$ cat src/rtl/hwag_pkg.sv
// Shared types and default sizing for the hardware angle generator crank-sync path.
// Constants only; no latency and no backpressure apply here.
package hwag_pkg;

    localparam int HWAG_PCNT_WIDTH = 8;
    localparam int HWAG_TCNT_WIDTH = 6;
    localparam int HWAG_TOOTH_NUM  = 58;

    typedef enum logic [1:0] {
        SEARCH = 2'd0,
        VERIFY = 2'd1,
        SYNC   = 2'd2
    } sync_state_t;

endpackage

$ cat src/rtl/hwag_gap_cmp.sv
// Missing-tooth detector: the middle period must exceed twice each of its neighbours.
// Combinational, zero latency; no backpressure.
module hwag_gap_cmp #(
    parameter int PCNT_WIDTH = 8
) (
    input  logic [PCNT_WIDTH-1:0] pcnt1,
    input  logic [PCNT_WIDTH-1:0] pcnt2,
    input  logic [PCNT_WIDTH-1:0] pcnt3,
    input  logic                  vcnt_full,
    output logic                  gap
);

    logic [PCNT_WIDTH:0] w_p2;
    logic [PCNT_WIDTH:0] w_p1_x2;
    logic [PCNT_WIDTH:0] w_p3_x2;

    // One extra bit so doubling cannot wrap; strict compare keeps all-zero history out.
    assign w_p2    = {1'b0, pcnt2};
    assign w_p1_x2 = {pcnt1, 1'b0};
    assign w_p3_x2 = {pcnt3, 1'b0};

    assign gap = vcnt_full && (w_p2 > w_p1_x2) && (w_p2 > w_p3_x2);

endmodule

$ cat src/rtl/hwag_sync.sv
// Crank sync FSM: finds the gap, verifies it over one revolution, then tracks the tooth index.
// Latency 2 clocks from cap_edge to outputs, 1 clock from pcnt_ovf to stall; no backpressure.
module hwag_sync
    import hwag_pkg::*;
#(
    parameter int PCNT_WIDTH = HWAG_PCNT_WIDTH,
    parameter int TCNT_WIDTH = HWAG_TCNT_WIDTH,
    parameter int TOOTH_NUM  = HWAG_TOOTH_NUM
) (
    input  logic                  clk,
    input  logic                  rst,
    input  logic                  cap_edge,
    input  logic                  pcnt_ovf,
    input  logic [PCNT_WIDTH-1:0] pcnt1,
    input  logic [PCNT_WIDTH-1:0] pcnt2,
    input  logic [PCNT_WIDTH-1:0] pcnt3,
    output logic [TCNT_WIDTH-1:0] tcnt,
    output logic                  sync,
    output logic                  gap_strobe,
    output logic                  sync_err,
    output logic                  stall
);

    localparam logic [TCNT_WIDTH-1:0] TCNT_LAST = TCNT_WIDTH'(TOOTH_NUM - 1);
    localparam logic [TCNT_WIDTH-1:0] TCNT_ONE  = TCNT_WIDTH'(1);

    sync_state_t             r_state;
    sync_state_t             w_state_nxt;
    logic                    r_eval;
    logic [1:0]              r_vcnt;
    logic [TCNT_WIDTH-1:0]   r_tcnt;
    logic [TCNT_WIDTH-1:0]   w_tcnt_nxt;
    logic [TCNT_WIDTH-1:0]   w_next_t;
    logic                    r_sync;
    logic                    r_gap_strobe;
    logic                    r_sync_err;
    logic                    r_stall;
    logic                    w_gap;
    logic                    w_vcnt_full;
    logic                    w_at_pos;
    logic                    w_gs_nxt;
    logic                    w_se_nxt;

    assign w_vcnt_full = (r_vcnt == 2'd3);
    assign w_next_t    = (r_tcnt == TCNT_LAST) ? '0 : r_tcnt + TCNT_ONE;
    assign w_at_pos    = (w_next_t == TCNT_ONE);

    hwag_gap_cmp #(
        .PCNT_WIDTH (PCNT_WIDTH)
    ) u_gap_cmp (
        .pcnt1     (pcnt1),
        .pcnt2     (pcnt2),
        .pcnt3     (pcnt3),
        .vcnt_full (w_vcnt_full),
        .gap       (w_gap)
    );

    // An edge coinciding with overflow is discarded: it never becomes an evaluation.
    always_ff @(posedge clk or posedge rst) begin
        if (rst) begin
            r_eval  <= 1'b0;
            r_vcnt  <= 2'd0;
            r_stall <= 1'b0;
        end else begin
            r_eval <= cap_edge && !pcnt_ovf;
            if (pcnt_ovf) begin
                r_vcnt <= 2'd0;
            end else if (r_eval && !w_vcnt_full) begin
                r_vcnt <= r_vcnt + 2'd1;
            end
            if (pcnt_ovf) begin
                r_stall <= 1'b1;
            end else if (cap_edge) begin
                r_stall <= 1'b0;
            end
        end
    end

    always_comb begin
        w_state_nxt = r_state;
        w_tcnt_nxt  = r_tcnt;
        w_gs_nxt    = 1'b0;
        w_se_nxt    = 1'b0;
        if (pcnt_ovf) begin
            w_state_nxt = SEARCH;
            w_tcnt_nxt  = '0;
        end else if (r_eval) begin
            unique case (r_state)
                SEARCH: begin
                    if (w_gap) begin
                        w_state_nxt = VERIFY;
                        w_tcnt_nxt  = TCNT_ONE;
                        w_gs_nxt    = 1'b1;
                    end else begin
                        w_tcnt_nxt  = '0;
                    end
                end
                VERIFY: begin
                    if (w_gap) begin
                        w_state_nxt = w_at_pos ? SYNC : VERIFY;
                        w_tcnt_nxt  = TCNT_ONE;
                        w_gs_nxt    = 1'b1;
                    end else if (w_at_pos) begin
                        w_state_nxt = SEARCH;
                        w_tcnt_nxt  = '0;
                    end else begin
                        w_tcnt_nxt  = w_next_t;
                    end
                end
                SYNC: begin
                    if (w_gap == w_at_pos) begin
                        w_tcnt_nxt  = w_next_t;
                        w_gs_nxt    = w_gap;
                    end else begin
                        w_state_nxt = SEARCH;
                        w_tcnt_nxt  = '0;
                        w_se_nxt    = 1'b1;
                    end
                end
                default: begin
                    w_state_nxt = SEARCH;
                    w_tcnt_nxt  = '0;
                end
            endcase
        end
    end

    // sync decodes the next state so it lands in the same cycle as tcnt.
    always_ff @(posedge clk or posedge rst) begin
        if (rst) begin
            r_state      <= SEARCH;
            r_tcnt       <= '0;
            r_sync       <= 1'b0;
            r_gap_strobe <= 1'b0;
            r_sync_err   <= 1'b0;
        end else begin
            r_state      <= w_state_nxt;
            r_tcnt       <= w_tcnt_nxt;
            r_sync       <= (w_state_nxt == SYNC);
            r_gap_strobe <= w_gs_nxt;
            r_sync_err   <= w_se_nxt;
        end
    end

    assign tcnt       = r_tcnt;
    assign sync       = r_sync;
    assign gap_strobe = r_gap_strobe;
    assign sync_err   = r_sync_err;
    assign stall      = r_stall;

endmodule

$ cat config.mk
export PLATFORM = sky130hd
export DESIGN_NAME = hwag_sync
export DESIGN_NICKNAME = d
export VERILOG_FILES = /design/src/rtl/hwag_pkg.sv /design/src/rtl/hwag_gap_cmp.sv /design/src/rtl/hwag_sync.sv
export SDC_FILE = /design/constraint.sdc
export NUM_CORES = 1
export LEC_CHECK = 0
export BUFFER_PORTS_ARGS = -buffer_cell sky130_fd_sc_hd__buf_2
export CAP_MARGIN = 15
export CORE_MARGIN = 2
export CORE_UTILIZATION = 51
export CTS_CLUSTER_SIZE = 40
export DETAILED_ROUTE_END_ITERATION = 16
export PLACE_DENSITY_LB_ADDON = 0.2
export SYNTH_ARGS = -nofsm -noshare
export SYNTH_HDL_FRONTEND = slang
export SYNTH_SLANG_ARGS = --single-unit
$ cat constraint.sdc
create_clock -name clk -period 3.82 [get_ports clk]
set_clock_uncertainty 0.15 [all_clocks]
set_input_delay 0.382 -clock clk [delete_from_list [all_inputs] [get_ports clk]]
set_output_delay 0.382 -clock clk [all_outputs]
set_load 0.005 [all_outputs]
== Word-level counts from Yosys, hierarchy flattened ==
Index checks and enable logic that the tools add are counted.

* $add $sub $neg: 2
* Mux-type cells: 29
* Magnitude comparators: 2
* Equal/unequal tests: 7
* Reduce and logical (&&, ||, !) cells: 11

{| class="wikitable"
|+ Operators by type and width
! kind !! number
|-
| $mux W6 || 6
|-
| $gt A8 B9 Y1 || 2
|-
| $mux W2 || 9
|-
| $pmux W6 S3 || 1
|-
| $mux W1 || 11
|-
| $add A6 B1 Y6 const B || 1
|-
| $eq A2 B2 Y1 const B || 3
|-
| $eq A6 B1 Y1 const B || 1
|-
| $eq A6 B6 Y1 const B || 1
|-
| $pmux W2 S3 || 1
|-
| $reduce_bool A2 Y1 || 3
|-
| $logic_and A1 B1 Y1 || 4
|-
| $add A2 B1 Y2 const B || 1
|-
| $eq A2 B1 Y1 const B || 1
|-
| $logic_not A1 Y1 || 2
|-
| $logic_not A2 Y1 || 1
|-
| $pmux W1 S2 || 1
|-
| $reduce_or A2 Y1 || 1
|-
| $eq A1 B1 Y1 || 1
|}

* Flip-flop bits (word level): 15
* Input bits: 28
* Logic and storage cells: 59
* Output and inout bits: 10

== Depth between registers and ports, before layout ==
Gate-level depths: netlist of run 1.

* Word-level depth: 9
* Gate-level depth with buffers: 14
* Gate-level depth less buffers: 14

== Cells and area by module ==
From an unflattened synthesis of run 1, not the netlist that was laid out.

* Cells, all modules: 154
* Area total of the unflattened synthesis: 1336.3 µm²

{| class="wikitable"
|+ Modules (own cells, without submodules)
! module !! times used !! area each (µm²) !! cells an instance !! sequential area each (µm²)
|-
| hwag_sync || 1 || 949.7 || 103 || 375.4
|-
| hwag_gap_cmp || 1 || 386.6 || 51 || 0.0
|}

== Worst setup path before layout of run 1 ==
OpenSTA, ideal clock, no wires.

* Path kind: input to register
* Start: input port pcnt1[5]
* End: register r_tcnt[5] (netlist: tcnt[5])
* Path buffers: 0
* Arrival: 2816 ps
* Stages: 14
* Path slack: 772 ps
* Data required time: 3588 ps
* Cells stage by stage: inv_1 -> ha_1 -> a211oi_1 -> or3_1 -> a32oi_1 -> nand2_1 -> inv_1 -> ha_1 -> or3b_1 -> inv_1 -> nor2_1 -> nor2_1 -> a41oi_1 -> a31oi_1

* Longest elaborated chain between the ends: 8
* Elaborated cells between the ends (all ways): 9
* Those cells by class: 1 x order compare; 1 x eq/ne; 5 x mux; 2 x reduce/logical

{| class="wikitable"
|+ RTL lines
! element !! line !! source
|-
| start, declared || hwag_sync.sv:14 || <nowiki>input logic [PCNT_WIDTH-1:0] pcnt1,</nowiki>
|-
| $gt A8 B9 Y1 * || hwag_gap_cmp.sv:22 || <nowiki>assign gap = vcnt_full && (w_p2 > w_p1_x2) && (w_p2 > w_p3_x2);</nowiki>
|-
| $logic_and A1 B1 Y1 * (2 in a row) || hwag_gap_cmp.sv:22 ||
|-
| $eq A1 B1 Y1 || hwag_sync.sv:111 || <nowiki>if (w_gap == w_at_pos) begin</nowiki>
|-
| $mux W6 || hwag_sync.sv:111 ||
|-
| $pmux W6 S3 * || hwag_sync.sv:88 || <nowiki>unique case (r_state)</nowiki>
|-
| $mux W6 * || hwag_sync.sv:87 || <nowiki>end else if (r_eval) begin</nowiki>
|-
| $mux W6 * || hwag_sync.sv:84 || <nowiki>if (pcnt_ovf) begin</nowiki>
|-
| end signal, assigned || hwag_sync.sv:138 || <nowiki>r_tcnt <= w_tcnt_nxt;</nowiki>
|-
| end, declared || hwag_sync.sv:31 || <nowiki>logic [TCNT_WIDTH-1:0] r_tcnt;</nowiki>
|}

Mark *: on every way between the ends. The rest lies on a longest branch, timed or not. The select of a mux whose other input is x is not followed.
A chain may end at the register's enable or synchronous reset.

== Worst setup path after layout of run 1 ==
* Start: register r_tcnt[0] (netlist: tcnt[0])
* End: register r_tcnt[5] (netlist: tcnt[5])

* Longest elaborated chain between the ends: 8
* Elaborated cells between the ends (all ways): 11
* Those cells by class: 1 x add/sub; 3 x eq/ne; 7 x mux

{| class="wikitable"
|+ RTL lines
! element !! line !! source
|-
| $add A6 B1 Y6 or $eq A6 B6 Y1 (tied branches) || hwag_sync.sv:45 || <nowiki>assign w_next_t = (r_tcnt == TCNT_LAST) ? '0 : r_tcnt + TCNT_ONE;</nowiki>
|-
| $mux W6 * || hwag_sync.sv:45 ||
|-
| $eq A6 B1 Y1 || hwag_sync.sv:46 || <nowiki>assign w_at_pos = (w_next_t == TCNT_ONE);</nowiki>
|-
| $eq A1 B1 Y1 or $mux W6 (tied branches) || hwag_sync.sv:111, hwag_sync.sv:103 ||
|-
| $mux W6 (on tied branches) || hwag_sync.sv:111, hwag_sync.sv:99 ||
|-
| $pmux W6 S3 * || hwag_sync.sv:88 ||
|-
| $mux W6 * || hwag_sync.sv:87 ||
|-
| $mux W6 * || hwag_sync.sv:84 ||
|}

Marked as above.

==> metrics.md, run 1 <==
| Metric | Value |
|---|---|
| Clock Latency Late Sink | `290 ps` |
| Via count | `1212` |
| First-pass GRT wire length | `4340 um` |
| Synth-to-Final Area Change | `18.2%` |
| Detailed Place HPWL | `2270 um` |
| Port buffer count | `37` |
| Fill count | `227` |
| Crit end category | `flip-flop` |
| Num CTS Buffers | `3` |
| Die area | `2980 um^2` |
| I/O pin count | `38` |
| Die width | `54.6 um` |
| Hold Vio Cnt, Final | `0` |
| Vias per inst | `5.64` |
| Gates resized, CTS repair | `0` |
| Root buffer selected by CTS | `clkbuf_4` |
| Synth Instances | `146` |
| Hold Path Origin | `cap_edge` |
| Core region area | `2450 um^2` |
| Antenna-violating nets left | `0` |
| Bufs and invs on worst path | `1` |
| CTS max path bufs | `2` |
| Hold endpoint | `r_eval$_DFF_PP0_` |
| Final nets | `232` |
| Vias in the first global route | `1116` |
| FF/Latch Area | `375 um^2` |
| Yosys Warn Count | `0` |
| Area of the multi-input gates | `835 um^2` |
| Slowest-stage cell, CP | `dfrtp_1` |
| Antenna violations before repair | `0` |
| CP delay by family, top | `simple AND/OR/NAND/NOR gates` |
| Post-Synth Simple-Gate Area | `28.2%` |
| R2r endpoint | `tcnt[5]$_DFFE_PP0P_` |
| Number of DRC markers in iteration 0 | `17` |
| Max-Cap Viols | `0` |
| Leak Pwr | `0.856 nW` |
| Final WL | `2800 um` |
| Final period utilization | `86.5%` |
| Crit path cell chain | `ha_1 > xor2_1 > o32ai_2 > nor4b_4 > ha_1 > or3b_1 > inv_1 > nor2_1 > nor2_1 > a41oi_1 > a31oi_1` |
| Synth Area in Compound Gates | `16.5%` |
| R2R cell count | `11` |
| WP data arrival | `3370 ps` |
| Worst Setup SP | `tcnt[0]$_DFFE_PP0P_` |
| Register area share after synthesis | `28.7%` |
| Finished Core Util | `62.9%` |
| Fmax | `0.302 GHz` |
| Status | `finished, final reports clean` |
| Xor/xnor share of the synthesized area | `2.01%` |
| Pwr per Cell Area | `205 nW/um^2` |
| CTS tree | `yes` |
| RSZ-0062 raised after global routing | `no` |
| Slew margin rel. | `63.3%` |
| Adder-Cell Fraction of Synth Area | `17.2%` |
| Worst Setup Path Type | `reg2reg` |
| Yosys top cell by area | `dfrtp_1` |
| Layout cells sized above 1 | `24.9%` |
| Setup violators final | `0` |
| Routability cong. | `0.807` |
| Initial Utilization | `53.2%` |
| Ys async rst share | `100%` |
| Worst-Margin Slew | `550 ps` |
| EDFF count, synth | `0` |
| Top cells by area, synth | `dfrtp_1 (29%), ha_1 (17%), inv_1 (5.7%), nand3_1 (3.4%), nor2_1 (3.2%)` |
| Setup TNS | `0 ps` |
| WL/cell | `13.0 um` |
| DR DRC count | `0` |
| Die Y | `54.6 um` |
| Clk pin slew, worst setup/hold paths | `90 ps` |
| Postcts setup bufs | `0` |
| Hold path cells | `3` |
| Hold_buf cts | `1` |
| Synthesis-stage register bit count | `15` |
| Critical Path RT | `3880 ps` |
| CP peak stage delay | `530 ps` |
| H-tree Lvls | `1` |
| Post-Syn Area | `1310 um^2` |
| Worst Setup Start Kind | `flip-flop` |
| # rows | `18` |
| Main combinational cell family by area after synthesis | `simple AND/OR/NAND/NOR gates` |
| Clock sinks | `15` |
| Maximum vdd drop | `0.278 mV` |
| FF-to-FF Start | `tcnt[0]$_DFFE_PP0P_` |
| R2R setup slack | `510 ps` |
| Post-synth net total | `192` |
| GRT overflow | `0` |
| Netlist cell types | `43` |
| DRT Pass-1 Iters | `4` |
| Top_reg_cell synth | `dfrtp_1` |
| Largest net degree at the start of global routing | `16` |
| Min-delay worst type | `in2reg` |
| Overall Global Routing Usage | `20.7%` |
| Syn Area/Cell | `8.95 um^2` |
| Multiplexer share of the synthesized area | `0%` |
| Synth top area share | `28.7%` |
| Clock period minus worst slack | `3310 ps` |
| Final slew viol count | `0` |
| Critical path peak fanout | `11` |
| N_diodes | `0` |
## cells in the mapped netlist, types with 2 or more instances
| cell | number |
|---|---|
| inv_1 | 20 |
| ha_1 | 18 |
| dfrtp_1 | 15 |
| nor2_1 | 11 |
| nand3_1 | 9 |
| nand2_1 | 7 |
| a21oi_1 | 4 |
| a31oi_1 | 4 |
| and4b_1 | 4 |
| nand3b_1 | 4 |
| a21o_1 | 3 |
| nor3_1 | 3 |
| o211ai_1 | 3 |
| o21ai_0 | 3 |
| a211oi_1 | 2 |
| a41oi_1 | 2 |
| and3_1 | 2 |
| and3b_1 | 2 |
| buf_2 | 2 |
| nand2b_1 | 2 |
| nand4_1 | 2 |
| or3_1 | 2 |
| xnor2_1 | 2 |
## worst max-delay path by stage
stage	cells past startpoint	slack, ps	end
after global routing	11	270	tcnt[5]$_DFFE_PP0P_
after detailed placement	14	370	tcnt[5]$_DFFE_PP0P_
after CTS	11	520	tcnt[5]$_DFFE_PP0P_
after global placement	14	510	tcnt[5]$_DFFE_PP0P_
final	11	510	tcnt[5]$_DFFE_PP0P_
after floorplan	14	770	tcnt[5]$_DFFE_PP0P_
## power breakdown
group / internal, mW / leakage [nW] / switching (mW)
clock: 0.0406 / 0.0150 / 0.0522
sequential: 0.161 / 0.204 / 0.00203
combinational: 0.0299 / 0.637 / 0.0301
total: 0.232 / 0.856 / 0.0844
## cell type report
class | instances | share of cell area, %
inverter | 20 | 4.86
multi-input combinational | 108 | 54.1
sequential | 15 | 24.3
tap | 30 | 2.43
clock buffer | 4 | 1.70
timing repair buffer | 38 | 12.6
## per-stage QoR
stage	std cells	power, mW	instance area, um^2	hold slack [ps]	setup WS (ps)
CTS	215	0.317	1540	167	518
global route	215	0.333	1540	189	269
finish	215	0.316	1540	165	514
global placement	210	0.224	1510	307	514
floorplan	146	0.201	1310	133	772
detailed placement	210	0.226	1510	311	368
## layout by cell type, fill, tap and decap left out, types with 3 or more instances in the layout
master	count
o211ai_1	3
buf_2	37
dfrtp_1	15
inv_1	20
ha_1	18
clkbuf_4	3
and4b_1	4
a31oi_1	4
a21o_1	3
a21oi_1	4
nor3_1	3
nor2_1	11
o21ai_0	3
nand2_1	7
nand3_1	9
nand3b_1	4
## kinds of logic (layout without fill, tap and decap cells)
kind of cell | Yosys count | after routing
flops | 15 | 15
simple gates | 58 | 58
buf+inv | 23 | 62
xor+xnor | 3 | 3
fa+ha+maj | 18 | 18
compound gates | 29 | 29
## routing by layer
| layer | global-route usage, % | up-vias | routed length [um] |
|---|---|---|---|
| met3 | 3.01 | 8 | 185 |
| met4 | 13.8 | 0 | 72 |
| li1 | - | 618 | - |
| met5 | 0 | - | 0 |
| met1 | 23.6 | 538 | 1260 |
| met2 | 35.3 | 48 | 1280 |
## flip-flops by register name, indices dropped and copies added (netlist names)
signal      flops
sync_err        1
gap_strobe      1
r_state         2
tcnt            6
r_vcnt          2
r_eval          1
sync            1
stall           1
## worst reg2reg max path, stage by stage, from the launching register on
cell and delay (ps):
dfrtp_1 530, ha_1 350, xor2_1 180, o32ai_2 150, nor4b_4 310, ha_1 290, or3b_1 440, inv_1 80
nor2_1 40, nor2_1 350, a41oi_1 180, a31oi_1 180
Note: power is estimated with default switching activity, not from simulation.
==> run 2, diff against run 1 <==
--- a/config.mk
+++ b/config.mk
@@ -5,10 +5,11 @@
 export SDC_FILE = /design/constraint.sdc
 export NUM_CORES = 1
 export LEC_CHECK = 0
+export ABC_AREA = 1
 export BUFFER_PORTS_ARGS = -buffer_cell sky130_fd_sc_hd__buf_2
 export CAP_MARGIN = 15
 export CORE_MARGIN = 2
-export CORE_UTILIZATION = 51
+export CORE_UTILIZATION = 52
 export CTS_CLUSTER_SIZE = 40
 export DETAILED_ROUTE_END_ITERATION = 16
 export PLACE_DENSITY_LB_ADDON = 0.2
==> run 2 against run 1 <==
Against the previous run:
- the run now ends with hold timing left
- hold slack got worse by 170 ps
- design area rose by 1.1%
- die area fell by 1.4%
- wire length fell by 9.2%
- setup slack improved by 1100 ps
- clock power fell by 2.5%
- non-clock buffer count fell by 1
- sequential share of layout area fell by 0.27 points
- critical path depth rose by 2
- synthesized cell count rose by 32%
- largest power group unchanged
==> metrics.md, run 2 <==
| Metric | Value |
|---|---|
| Status | `complete, but fails checks` |
| Failing checks | `hold timing` |
| Die Y | `54.2 um` |
| # rows | `18` |
| Routability cong. | `0.891` |
| Via count | `1252` |
| Clock Latency Late Sink | `280 ps` |
| Critical Path RT | `3880 ps` |
| DRT Pass-1 Iters | `4` |
| Die width | `54.2 um` |
| WP data arrival | `2290 ps` |
| Maximum vdd drop | `0.245 mV` |
| Antenna violations before repair | `0` |
| Top sig layer | `met4` |
| First-pass GRT wire length | `4360 um` |
| CTS tree | `yes` |
| CP delay by family, top | `simple AND/OR/NAND/NOR gates` |
| Most frequent cells in the layout | `nand2_1 (46), inv_1 (39), buf_2 (37)` |
| Number of DRC markers in iteration 0 | `29` |
| Postcts setup bufs | `0` |
| Final nets | `280` |
| Overall power | `0.344 mW` |
| Clock sinks | `15` |
| Synthesis-stage register bit count | `15` |
| Hold Vio Cnt, Final | `4` |
| Met2 routed WL | `1170 um` |
| Hold_buf cts | `0` |
| DR DRC count | `0` |
| Post-synth net total | `238` |
| CP peak stage delay | `410 ps` |
| Top cells by count, synth | `nand2_1 (46), inv_1 (39), nor2_1 (21)` |
| Clock period minus worst slack | `2230 ps` |
| EDFF count, synth | `0` |
| Fmax | `0.449 GHz` |
| Layout cells sized above 1 | `24.0%` |
| R2R setup slack | `1590 ps` |
| Crit path cell chain | `inv_1 > ha_1 > a21boi_1 > nand4_1 > nor2_2 > ha_1 > inv_1 > nand2_1 > nand2_2 > nand2_1 > nand2_1 > nand2_1 > o21ai_1` |
| WL met3 | `96 um` |
| Gates resized, CTS repair | `0` |
| Antenna-violating nets left | `0` |
| Worst Setup SP | `tcnt[1]$_DFFE_PP0P_` |
| Leak Pwr | `0.942 nW` |
| Pwr per Cell Area | `221 nW/um^2` |
| Overall Global Routing Usage | `20.4%` |
| Area of the multi-input gates | `774 um^2` |
| Netlist cell types | `23` |
| Top_reg_cell synth | `dfrtp_1` |
| Num CTS Buffers | `3` |
| GRT overflow | `0` |
| Register area share after synthesis | `28.6%` |
| Setup violators final | `0` |
| Synth Instances | `192` |
| Setup TNS | `0 ps` |
| Detailed Place HPWL | `2160 um` |
| Commonest non-fill, non-tap cell in the layout | `nand2_1` |
| Worst Setup Path Type | `reg2reg` |
| Vias per inst | `4.76` |
| WHS | `-2.53 ps` |
| Worst-Margin Slew | `597 ps` |
| Final period utilization | `58.3%` |
| Port buffer count | `37` |
| Initial Utilization | `53.9%` |
| Ys async rst share | `100%` |
| Worst Setup Start Kind | `flip-flop` |
| Fill count | `244` |
| Critical path peak fanout | `5` |
| Yosys top cell by area | `dfrtp_1` |
| Final WL | `2540 um` |
| Most frequent cell after synthesis | `nand2_1` |
| Core region area | `2430 um^2` |
| R2r endpoint | `tcnt[0]$_DFFE_PP0P_` |
| Final slew viol count | `0` |
| Cell mode on critical path | `nand2_1` |
| H-tree Lvls | `1` |
| FF/Latch Area | `375 um^2` |
| CTS max path bufs | `2` |
| RSZ-0062 raised after global routing | `no` |
| Vias in the first global route | `1081` |
| N_diodes | `0` |
| Max FFs per register | `6` |
| FF-to-FF Start | `tcnt[1]$_DFFE_PP0P_` |
| Syn Area/Cell | `6.83 um^2` |
| Synth-to-Final Area Change | `19.1%` |
| Largest net degree at the start of global routing | `16` |
| Bufs and invs on worst path | `2` |
| Min-delay worst type | `in2async` |
| Top cells by area, synth | `dfrtp_1 (29%), ha_1 (17%), nand2_1 (13%), inv_1 (11%), nor2_1 (6.0%)` |
| Synth top area share | `28.6%` |
| Die area | `2940 um^2` |
| R2R cell count | `13` |
| WL/cell | `9.65 um` |
| Root buffer selected by CTS | `clkbuf_4` |
| Routed met1 length | `1260 um` |
| Post-Syn Area | `1310 um^2` |
| Slew margin rel. | `60.1%` |
| Yosys Warn Count | `0` |
| I/O pin count | `38` |
| Crit end category | `flip-flop` |
| Clk pin slew, worst setup/hold paths | `90 ps` |
| Max-Cap Viols | `0` |
| Slowest-stage cell, CP | `dfrtp_1` |
run 2: cell types whose count changed in the layout (fill, tap and decap cells not counted), moves of 3 or more:
cell / before / now
nand2_1: 7 / 46
inv_1: 20 / 39
nor2_1: 11 / 21
a31oi_1: 4 / 0
and4b_1: 4 / 0
inv_2: 0 / 4
nand2_2: 0 / 4
nand3b_1: 4 / 0
a21oi_1: 4 / 7
nor3_1: 3 / 0
o211ai_1: 3 / 0
run 2: final cells by class:
type / count / area share [%]
clock buffers: 3 / 1.44
clock inverters: 1 / 0.321
inverters: 43 / 10.3
multi-input cells: 134 / 49.6
flip-flops and latches: 15 / 24.0
well taps: 30 / 2.40
repair buffers: 37 / 11.9
run 2: kinds of logic (layout without fill, tap and decap cells):
group,count (synthesis),after routing,share of synthesized area [%]
AOI/OAI and AO/OA,23,23,10.4
adders and majority gates,18,18,17.2
buffers and inverters,43,84,12.3
DFF,15,15,28.6
and+or+nand+nor,93,93,31.5
run 2: worst max-delay path by stage:
stage | slack (ps) | to | cells past startpoint
after floorplan | 1690 | tcnt[0]$_DFFE_PP0P_ | 17
after global placement | 1460 | tcnt[0]$_DFFE_PP0P_ | 18
after detailed placement | 1410 | tcnt[0]$_DFFE_PP0P_ | 18
after CTS | 1600 | tcnt[0]$_DFFE_PP0P_ | 13
final | 1590 | tcnt[0]$_DFFE_PP0P_ | 13
after global routing | 1370 | tcnt[3]$_DFFE_PP0P_ | 12
run 2: stage by stage:
stage	cells	utilization (%)	instance area (um^2)	worst slack, ps
floorplan	192	-	1310	1690
global placement	259	63.1	1530	1460
detailed placement	259	63.1	1530	1410
CTS	263	64.2	1560	1600
global route	263	64.2	1560	1370
finish	263	64.2	1560	1590
run 2: power breakdown:
group	leakage (nW)	total (mW)	switching, mW	internal, mW
Sequential	0.203	0.174	0.00704	0.167
Combinational	0.721	0.0799	0.0436	0.0363
Clock	0.0177	0.0905	0.0517	0.0388
Total	0.942	0.344	0.102	0.242
run 2: layer usage:
metal  up-vias  global-route usage, %
li1        687                      -
met1       537                   26.9
met2        26                   33.7
met3         2                   3.28
met4         0                   7.50
met5         -                      0
run 2: worst reg2reg max path: cells and delay by family (launching register included):
| family | cells | cell delay [ps] |
|---|---|---|
| compound gates | 2 | 280 |
| fa+ha+maj | 2 | 530 |
| buf+inv | 2 | 150 |
| flops | 1 | 410 |
| simple gates | 7 | 620 |
